File: config.mk
export PLATFORM = sky130hd
export DESIGN_NAME = mips_multicycle_ctrl
export DESIGN_NICKNAME = d
export VERILOG_FILES = /design/src/rtl/mips_multicycle_ctrl.sv
export SDC_FILE = /design/constraint.sdc
export NUM_CORES = 1
export LEC_CHECK = 0
export CORE_MARGIN = 8
export CORE_UTILIZATION = 47
export CTS_CLUSTER_SIZE = 30
export DETAILED_ROUTE_END_ITERATION = 6
export PLACE_DENSITY_LB_ADDON = 0.2
export SKIP_LAST_GASP = 1
export SYNTH_ARGS = -nofsm -noshare
export SYNTH_HDL_FRONTEND = slang
export SYNTH_SLANG_ARGS = --single-unit
File: constraint.sdc
create_clock -name i_Clk -period 3.3 [get_ports i_Clk]
set_clock_uncertainty 0.2 [all_clocks]
set_input_delay 0.495 -clock i_Clk [delete_from_list [all_inputs] [get_ports i_Clk]]
set_output_delay 0.495 -clock i_Clk [all_outputs]
set_load 0.05 [all_outputs]
File: src/rtl/mips_multicycle_ctrl.sv
// Multi-cycle MIPS control sequencer: steps fetch/decode/execute/mem/writeback
// and drives the shared ALU, register file and unified-memory controls.
// Ports: i_Clk, i_Rst (sync, active-high), i_Opcode (IR[31:26]), i_MemReady;
//   datapath enables/selects o_PCWrite..o_PCSource, debug o_State, o_Halted.
// Optional macro MC_PERF_CNT_EN adds o_InstrCount / o_CycleCount.
module mips_multicycle_ctrl #(
  parameter int WAIT_TIMEOUT = 16
) (
  input  logic       i_Clk,
  input  logic       i_Rst,
  input  logic [5:0] i_Opcode,
  input  logic       i_MemReady,
  output logic       o_PCWrite,
  output logic       o_PCWriteCond,
  output logic       o_PCWriteCondNe,
  output logic       o_IorD,
  output logic       o_MemRead,
  output logic       o_MemWrite,
  output logic       o_IRWrite,
  output logic       o_MemtoReg,
  output logic       o_RegDst,
  output logic       o_RegWrite,
  output logic       o_ALUSrcA,
  output logic [1:0] o_ALUSrcB,
  output logic [1:0] o_ALUOp,
  output logic [1:0] o_PCSource,
  output logic [3:0] o_State,
  output logic       o_Halted
`ifdef MC_PERF_CNT_EN
  ,
  output logic [31:0] o_InstrCount,
  output logic [31:0] o_CycleCount
`endif
);

  typedef enum logic [3:0] {
    S_FETCH  = 4'd0,
    S_DECODE = 4'd1,
    S_MEMADR = 4'd2,
    S_MEMRD  = 4'd3,
    S_MEMWB  = 4'd4,
    S_MEMWR  = 4'd5,
    S_EXEC   = 4'd6,
    S_RWB    = 4'd7,
    S_BRANCH = 4'd8,
    S_JUMP   = 4'd9,
    S_ADDIEX = 4'd10,
    S_ADDIWB = 4'd11,
    S_HALT   = 4'd15
  } state_t;

  localparam logic [5:0] OP_RTYPE = 6'b000000;
  localparam logic [5:0] OP_LW    = 6'b100011;
  localparam logic [5:0] OP_SW    = 6'b101011;
  localparam logic [5:0] OP_BEQ   = 6'b000100;
  localparam logic [5:0] OP_BNE   = 6'b000101;
  localparam logic [5:0] OP_J     = 6'b000010;
  localparam logic [5:0] OP_ADDI  = 6'b001000;

  // Wide enough to hold WAIT_TIMEOUT itself.
  localparam int CW = $clog2(WAIT_TIMEOUT + 2);

  state_t          r_State;
  state_t          w_Next;
  logic [CW-1:0]   r_WaitCnt;
  logic [CW-1:0]   w_WaitInc;
  logic            w_IsMem;
  logic            w_Timeout;

  assign w_IsMem = (r_State == S_FETCH) || (r_State == S_MEMRD) ||
                   (r_State == S_MEMWR);
  assign w_WaitInc = r_WaitCnt + 1'b1;
  // A ready in the limit cycle completes the access instead of faulting.
  assign w_Timeout = (WAIT_TIMEOUT != 0) && w_IsMem && !i_MemReady &&
                     (w_WaitInc == CW'(WAIT_TIMEOUT));

  always_comb begin
    w_Next = r_State;
    case (r_State)
      S_FETCH:  if (i_MemReady) w_Next = S_DECODE;
      S_DECODE: begin
        case (i_Opcode)
          OP_RTYPE:      w_Next = S_EXEC;
          OP_LW, OP_SW:  w_Next = S_MEMADR;
          OP_BEQ, OP_BNE: w_Next = S_BRANCH;
          OP_J:          w_Next = S_JUMP;
          OP_ADDI:       w_Next = S_ADDIEX;
          default:       w_Next = S_HALT;
        endcase
      end
      S_MEMADR: w_Next = (i_Opcode == OP_SW) ? S_MEMWR : S_MEMRD;
      S_MEMRD:  if (i_MemReady) w_Next = S_MEMWB;
      S_MEMWB:  w_Next = S_FETCH;
      S_MEMWR:  if (i_MemReady) w_Next = S_FETCH;
      S_EXEC:   w_Next = S_RWB;
      S_RWB:    w_Next = S_FETCH;
      S_BRANCH: w_Next = S_FETCH;
      S_JUMP:   w_Next = S_FETCH;
      S_ADDIEX: w_Next = S_ADDIWB;
      S_ADDIWB: w_Next = S_FETCH;
      default:  w_Next = S_HALT;
    endcase
    if (w_Timeout) w_Next = S_HALT;
  end

  always_ff @(posedge i_Clk) begin
    if (i_Rst) begin
      r_State   <= S_FETCH;
      r_WaitCnt <= '0;
    end else begin
      r_State <= w_Next;
      if (w_Next != r_State)
        r_WaitCnt <= '0;
      else if (w_IsMem && !i_MemReady)
        r_WaitCnt <= w_WaitInc;
    end
  end

  // Outputs decode the registered state; reset forces every output low so
  // an interrupted instruction issues no partial write.
  always_comb begin
    o_PCWrite       = 1'b0;
    o_PCWriteCond   = 1'b0;
    o_PCWriteCondNe = 1'b0;
    o_IorD          = 1'b0;
    o_MemRead       = 1'b0;
    o_MemWrite      = 1'b0;
    o_IRWrite       = 1'b0;
    o_MemtoReg      = 1'b0;
    o_RegDst        = 1'b0;
    o_RegWrite      = 1'b0;
    o_ALUSrcA       = 1'b0;
    o_ALUSrcB       = 2'b00;
    o_ALUOp         = 2'b00;
    o_PCSource      = 2'b00;
    o_Halted        = 1'b0;
    o_State         = 4'h0;
    if (!i_Rst) begin
      o_State = r_State;
      case (r_State)
        S_FETCH: begin
          o_MemRead = 1'b1;
          o_ALUSrcB = 2'b01;
          o_IRWrite = i_MemReady;
          o_PCWrite = i_MemReady;
        end
        S_DECODE: o_ALUSrcB = 2'b11;
        S_MEMADR: begin
          o_ALUSrcA = 1'b1;
          o_ALUSrcB = 2'b10;
        end
        S_MEMRD: begin
          o_MemRead = 1'b1;
          o_IorD    = 1'b1;
        end
        S_MEMWB: begin
          o_RegWrite = 1'b1;
          o_MemtoReg = 1'b1;
        end
        S_MEMWR: begin
          o_MemWrite = 1'b1;
          o_IorD     = 1'b1;
        end
        S_EXEC: begin
          o_ALUSrcA = 1'b1;
          o_ALUOp   = 2'b10;
        end
        S_RWB: begin
          o_RegWrite = 1'b1;
          o_RegDst   = 1'b1;
        end
        S_BRANCH: begin
          o_ALUSrcA       = 1'b1;
          o_ALUOp         = 2'b01;
          o_PCSource      = 2'b01;
          o_PCWriteCond   = (i_Opcode == OP_BEQ);
          o_PCWriteCondNe = (i_Opcode == OP_BNE);
        end
        S_JUMP: begin
          o_PCWrite  = 1'b1;
          o_PCSource = 2'b10;
        end
        S_ADDIEX: begin
          o_ALUSrcA = 1'b1;
          o_ALUSrcB = 2'b10;
        end
        S_ADDIWB: o_RegWrite = 1'b1;
        S_HALT:   o_Halted   = 1'b1;
        default:  o_Halted   = 1'b0;
      endcase
    end
  end

`ifdef MC_PERF_CNT_EN
  logic [31:0] r_InstrCount;
  logic [31:0] r_CycleCount;
  logic        w_Retire;

  assign w_Retire = (w_Next == S_FETCH) &&
                    ((r_State == S_MEMWB) || (r_State == S_MEMWR) ||
                     (r_State == S_RWB) || (r_State == S_BRANCH) ||
                     (r_State == S_JUMP) || (r_State == S_ADDIWB));

  always_ff @(posedge i_Clk) begin
    if (i_Rst) begin
      r_InstrCount <= '0;
      r_CycleCount <= '0;
    end else begin
      if (w_Retire) r_InstrCount <= r_InstrCount + 32'd1;
      if (r_State != S_HALT) r_CycleCount <= r_CycleCount + 32'd1;
    end
  end

  assign o_InstrCount = i_Rst ? 32'd0 : r_InstrCount;
  assign o_CycleCount = i_Rst ? 32'd0 : r_CycleCount;
`endif

endmodule
Word level (Yosys, flattened, before mapping)
Index checks and enable logic that the tools add are counted. W data, S select, Z words.

Equality and inequality tests: 20. Reduce and logical (&&, ||, !) cells: 16. Add/subtract/negate cells: 1. Multiplexer cells: 38.

Operators by type and width (count): $pmux W4 S8 (1); $mux W1 (23); $eq A4 B4 Y1 const B (5); $mux W4 (5); $pmux W4 S5 (1); $eq A4 B3 Y1 const B (4); $eq A6 B3 Y1 const B (2); $eq A6 B6 Y1 const B (2); $reduce_or A2 Y1 (6); $eq A4 B2 Y1 const B (2); $pmux W2 S2 (2); $eq A6 B2 Y1 const B (1); $eq A6 B4 Y1 const B (1); $logic_not A6 Y1 (1); $mux W2 (3); $pmux W2 S3 (1); $add A5 B1 Y5 const B (1); $eq A5 B5 Y1 const B (1); $reduce_or A5 Y1 (1); $eq A4 B1 Y1 const B (1); $logic_not A4 Y1 (1); $ne A4 B4 Y1 (1); $reduce_or A4 Y1 (1); $mux W3 (1); other kinds (5) (7).

Output and inout port bits: 22. Input port bits: 9. Word-level logic and storage cells: 77. Register bits after elaboration: 9.

Longest topological paths before layout
Gate-level depths: netlist of the first run.

Depth after elaboration: 8. Mapped depth: 8.

Least setup slack after synthesis of the first run
OpenSTA, ideal clock, no wires.

Path kind: reg2out. Start: register r_State[2]. End: output port o_PCWriteCondNe. Buffers on the path: 2. Arrival: 3.847 ns. Slack: -1.242 ns. Stages on the path, launching flop included: 7. Cell sequence: dfxtp_1 buf_2 buf_1 nand2b_1 nor4_1 nand3_1 nor3b_1.

Cells in the longest elaborated chain, start to end: 3.

RTL lines: start: declaration (line 63) `state_t r_State;`; start signal: assignment (line 111) `r_State <= w_Next;`; $eq A4 B4 Y1 (line 140) `case (r_State)`; $mux W1 (line 140); $mux W1 (line 138) `if (!i_Rst) begin`; end: declaration (line 15) `output logic o_PCWriteCondNe,`.

Every way passes these cells.

Worst setup path in the final report of the first run
Start: input port i_Opcode[1]. End: register r_WaitCnt[3].

Cells in the longest elaborated chain, start to end: 7.

RTL lines: start: declaration (line 11) `input logic [5:0] i_Opcode,`; $eq A6 B3 Y1 (tied with other cells) (line 82) `case (i_Opcode)`; $reduce_or A2 Y1 (line 82); $pmux W4 S5 (line 82); $pmux W4 S8 * (line 79) `case (r_State)`; $mux W4 * (line 103) `if (w_Timeout) w_Next = S_HALT;`; $ne A4 B4 Y1 * (line 112) `if (w_Next != r_State)`; $reduce_or A2 Y1 (no line) *; end signal: assignment (line 115) `r_WaitCnt <= w_WaitInc;`; end: declaration (line 65) `logic [CW-1:0] r_WaitCnt;`.

Every way passes the cells marked *; elsewhere a longest branch is shown, timed or not. A chain may end at the register's enable or synchronous reset.

==> results of run 1 <==
-- report_power, final --
| part | switching (mW) | internal, mW |
|---|---|---|
| clock | 0.0347 | 0.0464 |
| sequential | 0.0555 | 0.136 |
| combinational | 0.565 | 0.315 |
| total | 0.655 | 0.497 |
-- worst max-delay path: cells and delay by family --
family	cells	cell delay [ns]
and+or+nand+nor	3	1.29
AOI/OAI and AO/OA	3	0.58
buffers and inverters	1	0.54
-- cell usage after synthesis (3+ instances only) --
cell type | n | area, um2
or4b_1 | 3 | 30.03
dfxtp_1 | 9 | 180.2
clkbuf_1 | 7 | 26.28
xnor2_1 | 4 | 35.03
nand3_1 | 7 | 35.03
nor4_1 | 6 | 37.54
nand4_1 | 6 | 37.54
nand2b_1 | 5 | 31.28
nor2b_1 | 6 | 37.54
xor2_1 | 3 | 26.28
nor2_1 | 13 | 48.80
a31oi_1 | 4 | 25.02
nand2_1 | 9 | 33.78
buf_2 | 4 | 20.02
nor3_1 | 16 | 80.08
o21ai_0 | 6 | 30.03
inv_1 | 3 | 11.26
-- cell type report --
type	count	share of cell area [%]
clock buffers	4	1.793
inverters	3	0.7686
multi-input cells	125	56.28
flip-flops and latches	9	12.30
well taps	28	2.391
repair buffers	39	26.47
-- sequential cells by signal, summed over array words and instances, names as in the netlist --
register	count
r_State	4
r_WaitCnt	5
-- worst paths after layout --
check | cells past startpoint | from | end | slack [ns]
worst max-delay path | 7 | i_Opcode[1] | r_WaitCnt[3]$_SDFFE_PP0P_ | 0.37
worst min-delay path | 2 | r_WaitCnt[4]$_SDFFE_PP0P_ | r_WaitCnt[4]$_SDFFE_PP0P_ | 0.39
worst max register to register | 6 | r_State[2]$_SDFF_PP0_ | r_WaitCnt[3]$_SDFFE_PP0P_ | 0.66
worst min register to register | 2 | r_WaitCnt[4]$_SDFFE_PP0P_ | r_WaitCnt[4]$_SDFFE_PP0P_ | 0.39
-- per-stage QoR --
stage,power [mW],std cells,worst slack [ns]
after floorplan,0.8401,150,0.05435
after global placement,1.052,204,0.1891
after detailed placement,1.067,204,0.1285
after CTS,1.150,208,0.3672
after global routing,1.237,208,0.1754
final,1.152,208,0.3711
-- metal layers --
metal	global-route usage (%)	vias up	part of all wire (%)
li1	-	633	-
met1	17.22	581	44
met2	23.43	52	47
met3	3.534	4	7.7
met4	3.419	0	1.3
met5	0	-	0
-- kinds of logic (layout without fill, tap and decap cells) --
logic type	Yosys count	after routing	share of synthesized area, %
AO/OA/AOI/OAI	30	30	20.24
buffers and inverters	16	46	6.228
adder cells (fa/ha/maj)	2	2	2.395
flip-flops	9	9	17.25
AND/OR/NAND/NOR	84	84	45.99
multiplexers	2	2	2.036
XOR/XNOR	7	7	5.868
==> key figures, run 1 <==
Status
  – Status: finished clean

Timing
  – # setup viols final: 0
  – Part of the cycle the worst path needs: 88.75%
  – RSZ-0062 raised after global routing: no
  – Setup TNS: 0 ns
  – Maximum clock rate: 341.4 MHz
  – WHS: 0.3893 ns
  – Worst-Margin Slew: 0.6241 ns
  – Tmin final: 2.929 ns
  – Slew margin rel.: 58.33%
  – Final Slew Violations: 0
  – Fin. Hold Viols: 0

Logic synthesis
  – Post-synth ARST share: 0%
  – Number of synthesized flops with an enable pin: 0
  – Synth Instances: 150
  – Post-synthesis sequential area ratio: 17.25%
  – Distinct cell type count after synthesis: 46
  – Syn_nets: 161
  – #FFs+latches synth: 9
  – Warnings from Yosys: 0
  – Mean Syn Cell Area: 6.965 um2
  – Synthesized cell area: 1045 um2
  – Ys flop type: dfxtp_1

Final layout
  – Highest-count cells in the layout ignoring fill and taps: buf_4 (25), nor3_1 (15), nor2_1 (13), nand2_1 (9), dfxtp_1 (9)
  – Area delta synth->final: 40.24%
  – Area of the multi-input gates: 824.5 um2
  – Commonest non-fill, non-tap cell in the layout: buf_4
  – Diodes inserted: 0
  – Fin nets: 192
  – Share of cells above drive strength 1: 23.33%
  – Core Util, Final: 68.20%
  – FILL cells: 192
  – FF+latch area: 180.2 um2
  – Fin area: 1465 um2

Setup path
  – Worst Setup End Kind: flip-flop
  – Data arrival, critical path: 2.91 ns
  – Slowest cell on crit path: or4b_1
  – Critical path startpoint category: primary input
  – Kind of critical path: primary input to flip-flop
  – Worst path max stage delay: 0.59 ns
  – Worst-path fanout max: 9
  – Req. time, crit path: 3.28 ns
  – Crit path cell chain: clkdlybuf4s50_1 -> or4b_1 -> a21oi_1 -> a21boi_1 -> or4_1 -> a211o_1 -> nor3_1

Floorplanning
  – Initial Utilization: 48.63%
  – Die Area: 3987 um2
  – DIE WIDTH: 63.15 um
  – Die extent in y: 63.15 um
  – # IOs: 31
  – FP Rows: 17
  – Core area: 2148 um2

Clock tree
  – CTS Sinks: 9
  – CTS H-tree lvls: 1
  – Hold Buf Count CTS: 0
  – Clk slew on worst S/H paths: 0.06 ns
  – Post-cts resize count: 0
  – CTS tree: yes
  – CTS Root Cell: clkbuf_4
  – Postcts setup bufs: 0
  – Max clock buf depth: 2
  – Worst-Skew Late Latency: 0.26 ns
  – CTS buffer count: 3

Power
  – PwrDens: 786.3 nW/um2
  – Peak VDD IR: 0.7799 mV
  – Leakage: 0.5534 nW

Global route
  – First-pass GRT wire length: 4.836 mm
  – Largest net degree at the start of global routing: 21
  – Tot GR Track Use: 13.97%
  – Initial antenna violation count: 0
  – GR Overflow Total: 0
  – Number of global-route vias before repair: 1066

Job
  – Max_cap viols: 0

Placed design
  – Hpwl dp: 2.348 mm
  – Area after DPL: 1439 um2
  – Gp weighted congestion: 0.9736
  – PortBufs: 30

Route
  – # DRC: 0
  – DR vias: 1270
  – Pre-antenna DRT Iters: 4
  – DR WL/cell: 14.50 um
  – Initial DRC Count: 48
  – DRT Wirelength: 3.015 mm
  – Routed Antenna Nets: 0
  – DR vias/cell: 6.106

Min path
  – Tightest Hold Check Type: flip-flop to flip-flop
Power figures use the tool's default switching activity.
==> inputs of run 2 (changes only) <==
Settings changed: MAX_ROUTING_LAYER set to met4.
==> results of run 2 <==
Same layout as run 1: the final DEF is identical, and so are final timing and power.
Among the figures that moved: final weighted congestion in routability-driven placement 0.9736 -> 0.9916; overall routing resource usage 13.97% -> 14.34%
